[config.mk]
export PLATFORM = sky130hd
export DESIGN_NAME = fetch_queue_unit
export DESIGN_NICKNAME = d
export VERILOG_FILES = /design/src/rtl/fetch_queue_unit.sv
export SDC_FILE = /design/constraint.sdc
export NUM_CORES = 1
export LEC_CHECK = 0
export CORE_MARGIN = 1.5
export CORE_UTILIZATION = 25
export DETAILED_ROUTE_END_ITERATION = 7
export HOLD_SLACK_MARGIN = 0.06
export PLACE_DENSITY = 0.46
export SLEW_MARGIN = 20
export SYNTH_ARGS = -nofsm -noshare
export SYNTH_HDL_FRONTEND = slang
export SYNTH_SLANG_ARGS = --single-unit
[constraint.sdc]
create_clock -name clk -period 8.1 [get_ports clk]
set_input_delay 1.215 -clock clk [delete_from_list [all_inputs] [get_ports clk]]
set_output_delay 1.215 -clock clk [all_outputs]
set_load 0.01 [all_outputs]
[src/rtl/fetch_queue_unit.sv]
// fetch_queue_unit: aligned line fetch into a circular issue queue.
// Define FETCH_BYPASS_EN to steer responses straight to issue when empty.
module fetch_queue_unit #(
   parameter int          FETCH_W  = 2,
   parameter int          ISSUE_W  = 2,
   parameter int          QDEPTH   = 8,
   parameter logic [31:0] RESET_PC = 32'h0
) (
   input  logic                         clk,
   input  logic                         reset,
   input  logic                         redirect_valid,
   input  logic [31:0]                  redirect_pc,
   output logic                         req_valid,
   output logic [31:0]                  req_addr,
   input  logic                         req_ready,
   input  logic                         resp_valid,
   input  logic [32*FETCH_W-1:0]        resp_data,
   input  logic                         resp_fault,
   output logic [$clog2(ISSUE_W+1)-1:0] issue_count,
   output logic [32*ISSUE_W-1:0]        issue_instr,
   output logic [32*ISSUE_W-1:0]        issue_pc,
   output logic [ISSUE_W-1:0]           issue_fault,
   input  logic [$clog2(ISSUE_W+1)-1:0] issue_take,
   output logic [$clog2(QDEPTH+1)-1:0]  queue_count
);

   localparam int PW = $clog2(QDEPTH);
   localparam int QW = $clog2(QDEPTH+1);
   localparam int CW = $clog2(ISSUE_W+1);
   localparam int LW = (FETCH_W > 1) ? $clog2(FETCH_W) : 1;
   localparam int NW = $clog2(FETCH_W+1);
   localparam logic [31:0] LINE_BYTES = 32'(FETCH_W*4);
   localparam logic [31:0] LINE_MASK  = ~(LINE_BYTES - 32'd1);

   typedef enum logic [2:0] {
      S_IDLE,
      S_REQ,
      S_WAIT,
      S_DROP,
      S_HALT
   } state_t;

   state_t        state;
   logic [31:0]   fetch_pc;
   logic [31:0]   line;
   logic [PW-1:0] head;
   logic [PW-1:0] tail;
   logic [QW-1:0] count;
   logic [QW-1:0] avail;
   logic [CW-1:0] ic;

   logic [31:0] q_instr [QDEPTH];
   logic [31:0] q_pc    [QDEPTH];
   logic        q_fault [QDEPTH];

   logic                  flush;
   logic                  resp_ok;
   logic                  byp;
   logic [LW-1:0]         off;
   logic [NW-1:0]         push_n;
   logic [NW-1:0]         skip;
   logic [32*FETCH_W-1:0] shifted;
   logic [31:0]           p_instr [FETCH_W];
   logic [31:0]           p_pc    [FETCH_W];
   logic                  p_fault [FETCH_W];

   assign line = fetch_pc & LINE_MASK;

   generate
      if (FETCH_W > 1) begin : g_off
         assign off = fetch_pc[2 +: LW];
      end else begin : g_off1
         assign off = '0;
      end
   endgenerate

   assign flush   = redirect_valid && (state != S_IDLE);
   assign resp_ok = (state == S_WAIT) && resp_valid && !flush;

`ifdef FETCH_BYPASS_EN
   assign byp = resp_ok && (count == '0);
`else
   assign byp = 1'b0;
`endif

   assign skip = byp ? NW'(issue_take) : '0;

   // Lanes below the entry offset are dropped; a fault yields one entry.
   always_comb begin
      shifted = resp_data >> {off, 5'd0};
      push_n  = '0;
      if (resp_ok)
         push_n = resp_fault ? NW'(1)
                             : NW'(FETCH_W) - NW'(off);
      for (int k = 0; k < FETCH_W; k++) begin
         p_instr[k] = resp_fault ? '0 : shifted[32*k +: 32];
         p_pc[k]    = resp_fault ? fetch_pc
                                 : line + 32'(4*(k + int'(off)));
         p_fault[k] = resp_fault;
      end
   end

   always_comb begin
      avail = byp ? QW'(push_n) : count;
      ic    = (avail > QW'(ISSUE_W)) ? CW'(ISSUE_W) : CW'(avail);
      issue_instr = '0;
      issue_pc    = '0;
      issue_fault = '0;
      for (int s = 0; s < ISSUE_W; s++) begin
         if (CW'(s) < ic) begin
            if (byp) begin
               issue_instr[32*s +: 32] = p_instr[s];
               issue_pc[32*s +: 32]    = p_pc[s];
               issue_fault[s]          = p_fault[s];
            end else begin
               issue_instr[32*s +: 32] = q_instr[head + PW'(s)];
               issue_pc[32*s +: 32]    = q_pc[head + PW'(s)];
               issue_fault[s]          = q_fault[head + PW'(s)];
            end
         end
      end
   end

   assign issue_count = ic;
   assign queue_count = count;

   assign req_valid = (state == S_REQ) &&
                      ((QW'(QDEPTH) - count) >= QW'(FETCH_W));
   assign req_addr  = req_valid ? line : '0;

   always_ff @(posedge clk or posedge reset) begin
      if (reset) begin
         state    <= S_IDLE;
         fetch_pc <= RESET_PC;
         head     <= '0;
         tail     <= '0;
         count    <= '0;
      end else if (flush) begin
         fetch_pc <= redirect_pc;
         head     <= tail;
         count    <= '0;
         // Any request still in flight now belongs to the old path.
         if ((state == S_WAIT || state == S_DROP) && !resp_valid)
            state <= S_DROP;
         else if (req_valid && req_ready)
            state <= S_DROP;
         else
            state <= S_REQ;
      end else begin
         head  <= head + (byp ? '0 : PW'(issue_take));
         tail  <= tail + PW'(push_n - skip);
         count <= count + QW'(push_n) - QW'(issue_take);
         unique case (state)
            S_IDLE: state <= S_REQ;
            S_REQ: begin
               if (req_valid && req_ready)
                  state <= S_WAIT;
            end
            S_WAIT: begin
               if (resp_valid) begin
                  if (resp_fault) begin
                     state <= S_HALT;
                  end else begin
                     state    <= S_REQ;
                     fetch_pc <= line + LINE_BYTES;
                  end
               end
            end
            S_DROP: begin
               if (resp_valid)
                  state <= S_REQ;
            end
            S_HALT: state <= S_HALT;
            default: state <= S_IDLE;
         endcase
      end
   end

   always_ff @(posedge clk) begin
      for (int k = 0; k < FETCH_W; k++) begin
         if (NW'(k) < push_n && NW'(k) >= skip) begin
            q_instr[tail + PW'(k) - PW'(skip)] <= p_instr[k];
            q_pc[tail + PW'(k) - PW'(skip)]    <= p_pc[k];
            q_fault[tail + PW'(k) - PW'(skip)] <= p_fault[k];
         end
      end
   end

   take_legal: assert property (
      @(posedge clk) disable iff (reset)
      !flush |-> (issue_take <= issue_count)
   );

endmodule

==> results.cfg, run 1 <==
[run_status]
status = completed

[worst_setup_path]
r2r_setup_slack_ns = 4.08
reg2regPathDepth = 8
r2r_end = q_instr[6][14]$_DFFE_PP_
worstSetupEndpointType = output port
worstSetupStartpointType = register
cp_data_arrival_time_ns = 4.61
r2r_start = fetch_pc[2]$_DFFE_PP0P_
path_class = register to output port
cp.required_ns = 6.88
crit_fanout = 128

[global_routing]
antenna_found_initial = 7
grt_pass1_vias = 24136
grt_usage_pct = 17.4
grt_max_degree = 129
grt_remaining_overflow = 0
grt_pass1_wl_mm = 173

[clock_tree]
hold_buffers = 0
cts_tree = built
clkTransAtPathRegs_ns = 0.06
root_buffer = clkbuf_16
cts-buffers-inserted = 73
clock_path_buffers = 3
post_cts_resize_count = 0
post_cts_buffers = 0
numClockSinks = 565
clock_latency_ns = 0.63
cts_max_level = 3

[sta]
setup_tns_ns = 0
tightest_slew_ns = 1.15
holdWs_ns = 0.522
setup_viol = 0
fin_crit_ns = 5.82
relSlewSlack_pct = 23.1
maxSlewViolCount = 0
fin_crit_sh_pct = 71.9
rsz0062_at_grt = no
clock.fmax_mhz = 172
skew_ns = 0.0217
fin_ws_ns = 2.28
finalHoldViolCount = 0

[power_and_ir_drop]
peakVddDrop_mv = 0.262
internal-power_uw = 8630
leakage_uw = 0.0132
netSwitchingFraction_pct = 37.7
powerDensity_nw_per_um2 = 340
p_sw_uw = 5210
p_total_uw = 13800
clkPwrFrac_pct = 23.8
seq_power_share_pct = 27.2
comb_power_share_pct = 49.0

[floorplan]
core.rowCount = 134
die_area_um2 = 138000
initial_core_util_pct = 25.3
die_y_um = 371
io_pins = 273
die_x_um = 371
core_um2 = 134000

[synth]
yosysSeqAreaShare_pct = 49.4
netlist_area_um2 = 33900
synth_edf_count = 520
synth_top_area_share_pct = 46.1
post_synth.cell_area_avg_um2 = 11.6
yosysMostFrequentCell = o21ai_0
synth_cells = 2923
yosys_warnings = 0
synth_ff_type = edfxtp_1
synth_cell_types = 47
netlist.top_cell.by_area = edfxtp_1
async_reset_ff_share_pct = 7.96
synth.area.top_cells = edfxtp_1 46%, mux4_2 17%, o21ai_0 8.5%, nand2_1 4.1%, xnor2_1 3.4%
synth_common_cells = 572 x o21ai_0, 520 x edfxtp_1, 373 x nand2_1, 260 x mux4_2, 184 x clkbuf_1
ys_ff_latch = 565

[placement]
place.gp.congestion = 0.773
dp_hpwl_mm = 73.0
place_ws_ns = 2.80
portBuffers = 269

[drt]
postRouteAntennaNets = 0
drt_iter0_markers = 2081
detail_route.first_pass.iterations = 5
vias = 24305
wl_per_cell_um = 25.2
drt_wl_total_mm = 122
via_per_inst = 5.02
remaining_drc_errors = 0

[hold_path]
worstHoldPathCells = 1
hp-class = register to register
worstHoldStart = fetch_pc[0]$_DFFE_PP0P_
holdPathEnd = fetch_pc[0]$_DFFE_PP0P_

[final_layout]
area_growth_pct = 20.2
fillCellCount = 13484
layout-drive-gt1-share_pct = 15.3
fin_nets = 3136
postLayoutCoreUtil_pct = 30.4

[flow_run]
drv_cap = 0
worst max path at each step:
stage | to | cells after the start | slack [ns] | start
2_1_floorplan | q_fault[2]$_DFFE_PP_ | 5 | 0.85 | resp_valid
4_1_cts | issue_instr[17] | 6 | 2.10 | head[0]$_DFF_PP0_
5_1_grt | issue_instr[17] | 6 | 1.92 | head[0]$_DFF_PP0_
3_5_place_dp | issue_instr[17] | 6 | 2.80 | head[0]$_DFF_PP0_
6_report | issue_instr[17] | 6 | 2.28 | head[0]$_DFF_PP0_
3_3_place_gp | issue_instr[17] | 6 | 2.81 | head[0]$_DFF_PP0_
registers in the layout, summed over array words and instances (netlist names):
register and flops:
q_instr 256, q_pc 256, fetch_pc 32, q_fault 8
queue_count 4, head 3, state 3, tail 3
layout make-up:
| cell class | instances | area (µm²) | share of cell area (%) |
|---|---|---|---|
| clock buffers | 102 | 2080 | 5.12 |
| repair buffers | 338 | 3300 | 8.11 |
| multi-input cells | 2013 | 16000 | 39.2 |
| clock inverters | 31 | 313 | 0.768 |
| inverters | 20 | 75.1 | 0.184 |
| diodes | 3 | 7.51 | 0.0184 |
| well taps | 1768 | 2210 | 5.43 |
| flip-flops and latches | 565 | 16800 | 41.2 |
layout by cell type, fill, tap and decap left out, drive strengths merged, types with 17 or more instances in the layout:
master / count
clkinv: 19
nand2: 373
ha: 17
xnor2: 131
o21ai: 572
xor2: 122
and3: 39
edfxtp: 520
clkbuf: 102
nor2: 183
mux2i: 68
a21oi: 69
clkdlybuf4s50: 269
mux4: 260
dfrtp: 45
nand4: 20
nand3: 23
and2: 80
buf: 69
inv: 22
per-layer routing:
metal  global-route usage [%]  up-vias  part of all wire [%]
li1                         -    10911                     -
met1                     22.9    12464                    43
met2                     29.0      770                    48
met3                     2.90      160                   5.5
met4                     5.91        0                   2.9
met5                        0        -                     0
metrics by stage:
stage	area [µm²]	std cells
after floorplan	33900	2925
after global placement	38300	4702
after detailed placement	38300	4703
after CTS	40700	4836
after global routing	40700	4838
final	40700	4840
critical path, cell delays in order (launching register included):
cell,delay [ns]
dfrtp_4,0.95
buf_12,0.73
buf_4,0.77
mux4_2,0.59
mux2i_1,0.26
nor2_1,0.07
clkdlybuf4s50_1,0.51
logic make-up after synthesis:
group           after synthesis  share of synthesized area, %
simple gates                754                          9.94
compound gates              653                          9.75
xor+xnor                    253                          6.54
buf+inv                     347                          4.12
mux                         329                          19.3
other cells                   1                        0.0111
flops                       565                          49.4
fa+ha+maj                    21                         0.865
power groups by stage:
stage               sequential, µW  combinational (µW)  clock (µW)
CTS                           3770                6940        3360
detailed placement            3830                6910           0
global route                  3790                7300        3480
global placement              3830                6920           0
floorplan                     3500                4160           0
finish                        3760                6790        3290
(Power assumes the default switching activity.)
==> run 2: changes to the inputs <==
- PLACE_DENSITY: 0.46 -> 0.47
- clock period: 8.1 -> 5.1 ns (I/O delays scaled with it)
==> results.cfg, run 2 (synthesized netlist as in run 1, its figures left out) <==
[run_status]
status = completed

[worst_setup_path]
path_class = register to output port
r2r_setup_slack_ns = 1.42
worstSetupEndpointType = output port
slowest_stage = nor2_4
cp_data_arrival_time_ns = 4.06
cp.required_ns = 4.34
critPathBufInv = 5
path_cells = inv_1 -> ha_1 -> a21oi_1 -> nor2_4 -> inv_1 -> nor2_4 -> buf_4 -> buf_4 -> nor2_1 -> clkdlybuf4s50_1
crit_fanout = 25
critPathTopFamily = buffers and inverters
max_stage_delay_ns = 0.80
worstSetupStartpointType = register

[power_and_ir_drop]
p_sw_uw = 8340
p_total_uw = 21800
peakVddDrop_mv = 0.350
internal-power_uw = 13500
seq_power_share_pct = 26.4
clkPwrFrac_pct = 22.3
leakage_uw = 0.0132
netSwitchingFraction_pct = 38.3
comb_power_share_pct = 51.2
powerDensity_nw_per_um2 = 537

[floorplan]
die_x_um = 371
die_y_um = 371
initial_core_util_pct = 25.3
core_um2 = 134000
io_pins = 273
die_area_um2 = 138000
core.rowCount = 134

[clock_tree]
cts_max_level = 3
hold_buffers = 0
cts_tree = built
clock_path_buffers = 3
post_cts_buffers = 0
clock_latency_ns = 0.64
root_buffer = clkbuf_16
clkTransAtPathRegs_ns = 0.06
cts-buffers-inserted = 70
post_cts_resize_count = 0
numClockSinks = 565

[final_layout]
fillCellCount = 13476
area_growth_pct = 19.9
layout_common_cells = 566 x o21ai_0, 520 x edfxtp_1, 365 x nand2_1, 269 x clkdlybuf4s50_1, 260 x mux4_2
layout-drive-gt1-share_pct = 15.4
fin_cells = 4844
fin_nets = 3150
reg.largest.list = q_instr: 256 flops, q_pc: 256 flops, fetch_pc: 32 flops
final_common_cell = o21ai_0

[drt]
detail_route.first_pass.iterations = 5
via_per_inst = 5.07
drt_iter0_markers = 1893
vias = 24551
wl_per_cell_um = 25.6
remaining_drc_errors = 0
drt_wl_total_mm = 124
postRouteAntennaNets = 0

[flow_run]
drv_cap = 0

[global_routing]
busiest_layer = met2
grt_pass1_vias = 24592
grt_remaining_overflow = 0
met2_usage_pct = 29.2
use_met1_pct = 24.0
grt_usage_pct = 17.8
grt_use_met3_pct = 2.56
grt_pass1_wl_mm = 177
grt_max_degree = 108
antenna_found_initial = 3

[sta]
relSlewSlack_pct = 26.1
rsz0062_at_grt = no
clock.fmax_mhz = 207
fin_crit_ns = 4.83
finalHoldViolCount = 0
setup_viol = 0
tightest_slew_ns = 1.11
maxSlewViolCount = 0
skew_ns = 0.0213
holdWs_ns = 0.509
fin_crit_sh_pct = 94.6

[placement]
dp_hpwl_mm = 75.3
place.gp.congestion = 0.782
portBuffers = 269
dp_cells = 4721

[hold_path]
hp-class = register to register
-- run 2: cell types whose count changed in the layout (fill, tap and decap cells not counted), moves of 2 or more --
cell        before  now
buf_12           5    7
bufinv_16        6    4
clkbuf_1        21   24
clkinv_2         7    4
clkbuf_16       79   72
clkinvlp_4       4    1
diode_2          3    1
buf_4           62   79
-- run 2: area by class of cell --
cell class	instances	area, µm²	share of cell area [%]
well taps	1768	2210	5.45
inverters	20	75.1	0.185
repair buffers	355	3430	8.44
diodes	1	2.50	0.00616
clock inverters	23	228	0.561
clock buffers	99	1930	4.76
flip-flops and latches	565	16800	41.3
multi-input cells	2013	16000	39.3
-- run 2: routing by layer --
metal / part of all wire, % / wire length (µm) / up-vias
li1: - / - / 10930
met1: 44 / 54400 / 12608
met2: 48 / 59200 / 837
met3: 5.6 / 6970 / 176
met4: 2.7 / 3320 / 0
met5: 0 / 0 / -
-- run 2: through the flow --
| step | util [%] | setup WS [ns] | setup TNS (ns) | cell area [µm²] |
|---|---|---|---|---|
| after floorplan | - | -1.49 | -387.66 | 33900 |
| after global placement | 28.7 | 0.713 | 0 | 38400 |
| after CTS | 30.3 | 0.154 | 0 | 40600 |
| final | 30.3 | 0.275 | 0 | 40600 |
| after global routing | 30.3 | 0.0160 | 0 | 40600 |
| after detailed placement | 28.7 | 0.664 | 0 | 38400 |
-- run 2: worst paths after layout --
check / cells past startpoint / start / end
max: 10 / queue_count[2]$_DFF_PP0_ / issue_pc[28]
min: 1 / fetch_pc[1]$_DFFE_PP0P_ / fetch_pc[1]$_DFFE_PP0P_
max reg2reg: 5 / state[2]$_DFFE_PP0P_ / q_instr[5][6]$_DFFE_PP_
min reg2reg: 1 / fetch_pc[1]$_DFFE_PP0P_ / fetch_pc[1]$_DFFE_PP0P_
max in group asynchronous: 3 / reset / head[2]$_DFF_PP0_
min in group asynchronous: 3 / reset / fetch_pc[0]$_DFFE_PP0P_
-- run 2: power by group through the flow --
| stage | Sequential [µW] | Combinational, µW | Clock [µW] |
|---|---|---|---|
| 2_1_floorplan | 5560 | 6620 | 0 |
| 3_3_place_gp | 5860 | 11400 | 0 |
| 3_5_place_dp | 5860 | 11400 | 0 |
| 4_1_cts | 5770 | 11400 | 4970 |
| 5_1_grt | 5790 | 12000 | 5140 |
| 6_report | 5770 | 11200 | 4870 |
==> run 3: changes to the inputs <==
- GPL_TIMING_DRIVEN: unset -> 1
- MAX_ROUTING_LAYER: unset -> met4
==> results.cfg, run 3 (synthesized netlist as in run 1, its figures left out) <==
[sta]
finalHoldViolCount = 0
fin_crit_sh_pct = 95.0
skew_ns = 0.0243
tightest_slew_ns = 1.11
clock.fmax_mhz = 206
fin_ws_ns = 0.257
relSlewSlack_pct = 26.1
rsz0062_at_grt = no
fin_crit_ns = 4.84
setup_viol = 0
maxSlewViolCount = 0

[worst_setup_path]
r2r_start = state[2]$_DFFE_PP0P_
max_stage_delay_ns = 0.80
path_class = register to output port
worstSetupStartpointType = register
r2r_setup_slack_ns = 1.36
worstSetupEndpointType = output port
path_cells = inv_1 -> ha_1 -> a21oi_1 -> nor2_4 -> inv_1 -> nor2_4 -> buf_4 -> buf_4 -> nor2_1 -> clkdlybuf4s50_1
cp_data_arrival_time_ns = 4.08
startpoint = queue_count[2]$_DFF_PP0_
crit_fanout = 25
critPathBufInv = 5
critPathTopFamily = buffers and inverters
r2r_end = q_instr[5][6]$_DFFE_PP_
reg2regPathDepth = 5
cp_num_cells = 10
crit_path_end = issue_pc[28]
slowest_stage = nor2_4
cp.required_ns = 4.34

[clock_tree]
root_buffer = clkbuf_16
cts_max_level = 3
clkTransAtPathRegs_ns = 0.06
hold_buffers = 0
clock_path_buffers = 3
cts-buffers-inserted = 70
clock_latency_ns = 0.64
cts_tree = built
numClockSinks = 565
post_cts_buffers = 0
post_cts_resize_count = 0

[global_routing]
grt_pass1_vias = 24596
grt_usage_pct = 18.3
antenna_found_initial = 2
grt_pass1_wl_mm = 177
grt_remaining_overflow = 0
grt_max_degree = 108

[drt]
detail_route.first_pass.iterations = 6
vias = 24505
drt_iter0_markers = 1909
via_per_inst = 5.06
met1_length_mm = 54.4
wl_met3_mm = 7.05
remaining_drc_errors = 0
postRouteAntennaNets = 0
dr.max_layer_used = met4
wl_met2_mm = 59.2
wl_per_cell_um = 25.6
drt_wl_total_mm = 124

[run_status]
status = completed

[placement]
place.gp.congestion = 0.793
place_area_um2 = 38400
dp_hpwl_mm = 75.3
portBuffers = 269
place_ws_ns = 0.664

[power_and_ir_drop]
powerDensity_nw_per_um2 = 537
peakVddDrop_mv = 0.355
comb_power_share_pct = 51.2
leakage_uw = 0.0132
internal-power_uw = 13500
clkPwrFrac_pct = 22.3
p_total_uw = 21800
seq_power_share_pct = 26.5
netSwitchingFraction_pct = 38.2
p_sw_uw = 8340

[floorplan]
core.rowCount = 134
core_um2 = 134000
initial_core_util_pct = 25.3
die_area_um2 = 138000
io_pins = 273
die_y_um = 371
die_x_um = 371

[final_layout]
final_cell_area_um2 = 40600
reg.largest.list = q_instr: 256 flops, q_pc: 256 flops, fetch_pc: 32 flops
area_growth_pct = 19.9
layout-drive-gt1-share_pct = 15.4
layout_common_cells = 566 x o21ai_0, 520 x edfxtp_1, 365 x nand2_1, 269 x clkdlybuf4s50_1, 260 x mux4_2
fin_nets = 3150
final_common_cell = o21ai_0
fillCellCount = 13476

[hold_path]
hp-class = register to register

[flow_run]
drv_cap = 0
run 3: worst min-delay path by stage:
stage | from | endpoint | slack [ns] | cells after the start
2_1_floorplan | fetch_pc[0]$_DFFE_PP0P_ | fetch_pc[0]$_DFFE_PP0P_ | 0.46 | 1
3_3_place_gp | fetch_pc[1]$_DFFE_PP0P_ | fetch_pc[1]$_DFFE_PP0P_ | 0.51 | 1
3_5_place_dp | fetch_pc[1]$_DFFE_PP0P_ | fetch_pc[1]$_DFFE_PP0P_ | 0.50 | 1
4_1_cts | fetch_pc[1]$_DFFE_PP0P_ | fetch_pc[1]$_DFFE_PP0P_ | 0.51 | 1
5_1_grt | fetch_pc[1]$_DFFE_PP0P_ | fetch_pc[1]$_DFFE_PP0P_ | 0.55 | 1
6_report | fetch_pc[1]$_DFFE_PP0P_ | fetch_pc[1]$_DFFE_PP0P_ | 0.52 | 1
run 3: worst reg2reg max path, stage by stage, from the launching register on:
cell	delay (ns)
dfrtp_1	0.47
nand4bb_1	0.73
nor4b_4	0.82
nand2_4	0.52
o21ai_4	0.18
buf_4	0.60
run 3: layout make-up:
type	count	area (µm²)	area share, %
antenna	1	2.50	0.00616
inverter	20	75.1	0.185
clock buffer	99	1930	4.76
multi-input combinational	2013	16000	39.3
clock inverter	23	228	0.561
timing repair buffer	355	3430	8.44
sequential	565	16800	41.3
tap	1768	2210	5.45
run 3: layer usage:
metal / vias up / GRT usage, %
met3: 193 / 2.45
li1: 10925 / -
met2: 844 / 29.2
met1: 12543 / 24.1
met5: - / -
met4: 0 / 5.47
run 3: power groups by stage:
| stage | sequential (µW) | combinational [µW] | clock [µW] |
|---|---|---|---|
| after detailed placement | 5860 | 11400 | 0 |
| final | 5770 | 11200 | 4860 |
| after global routing | 5790 | 12000 | 5140 |
| after CTS | 5770 | 11400 | 4970 |
| after floorplan | 5560 | 6620 | 0 |
| after global placement | 5860 | 11400 | 0 |
run 3: through the flow:
| step | setup TNS [ns] | instances | hold slack (ns) | util (%) |
|---|---|---|---|---|
| floorplan | -387.66 | 2925 | 0.458 | - |
| global placement | 0 | 4721 | 0.515 | 28.7 |
| detailed placement | 0 | 4721 | 0.497 | 28.7 |
| CTS | 0 | 4843 | 0.510 | 30.3 |
| global route | 0 | 4843 | 0.547 | 30.3 |
| finish | 0 | 4844 | 0.519 | 30.3 |
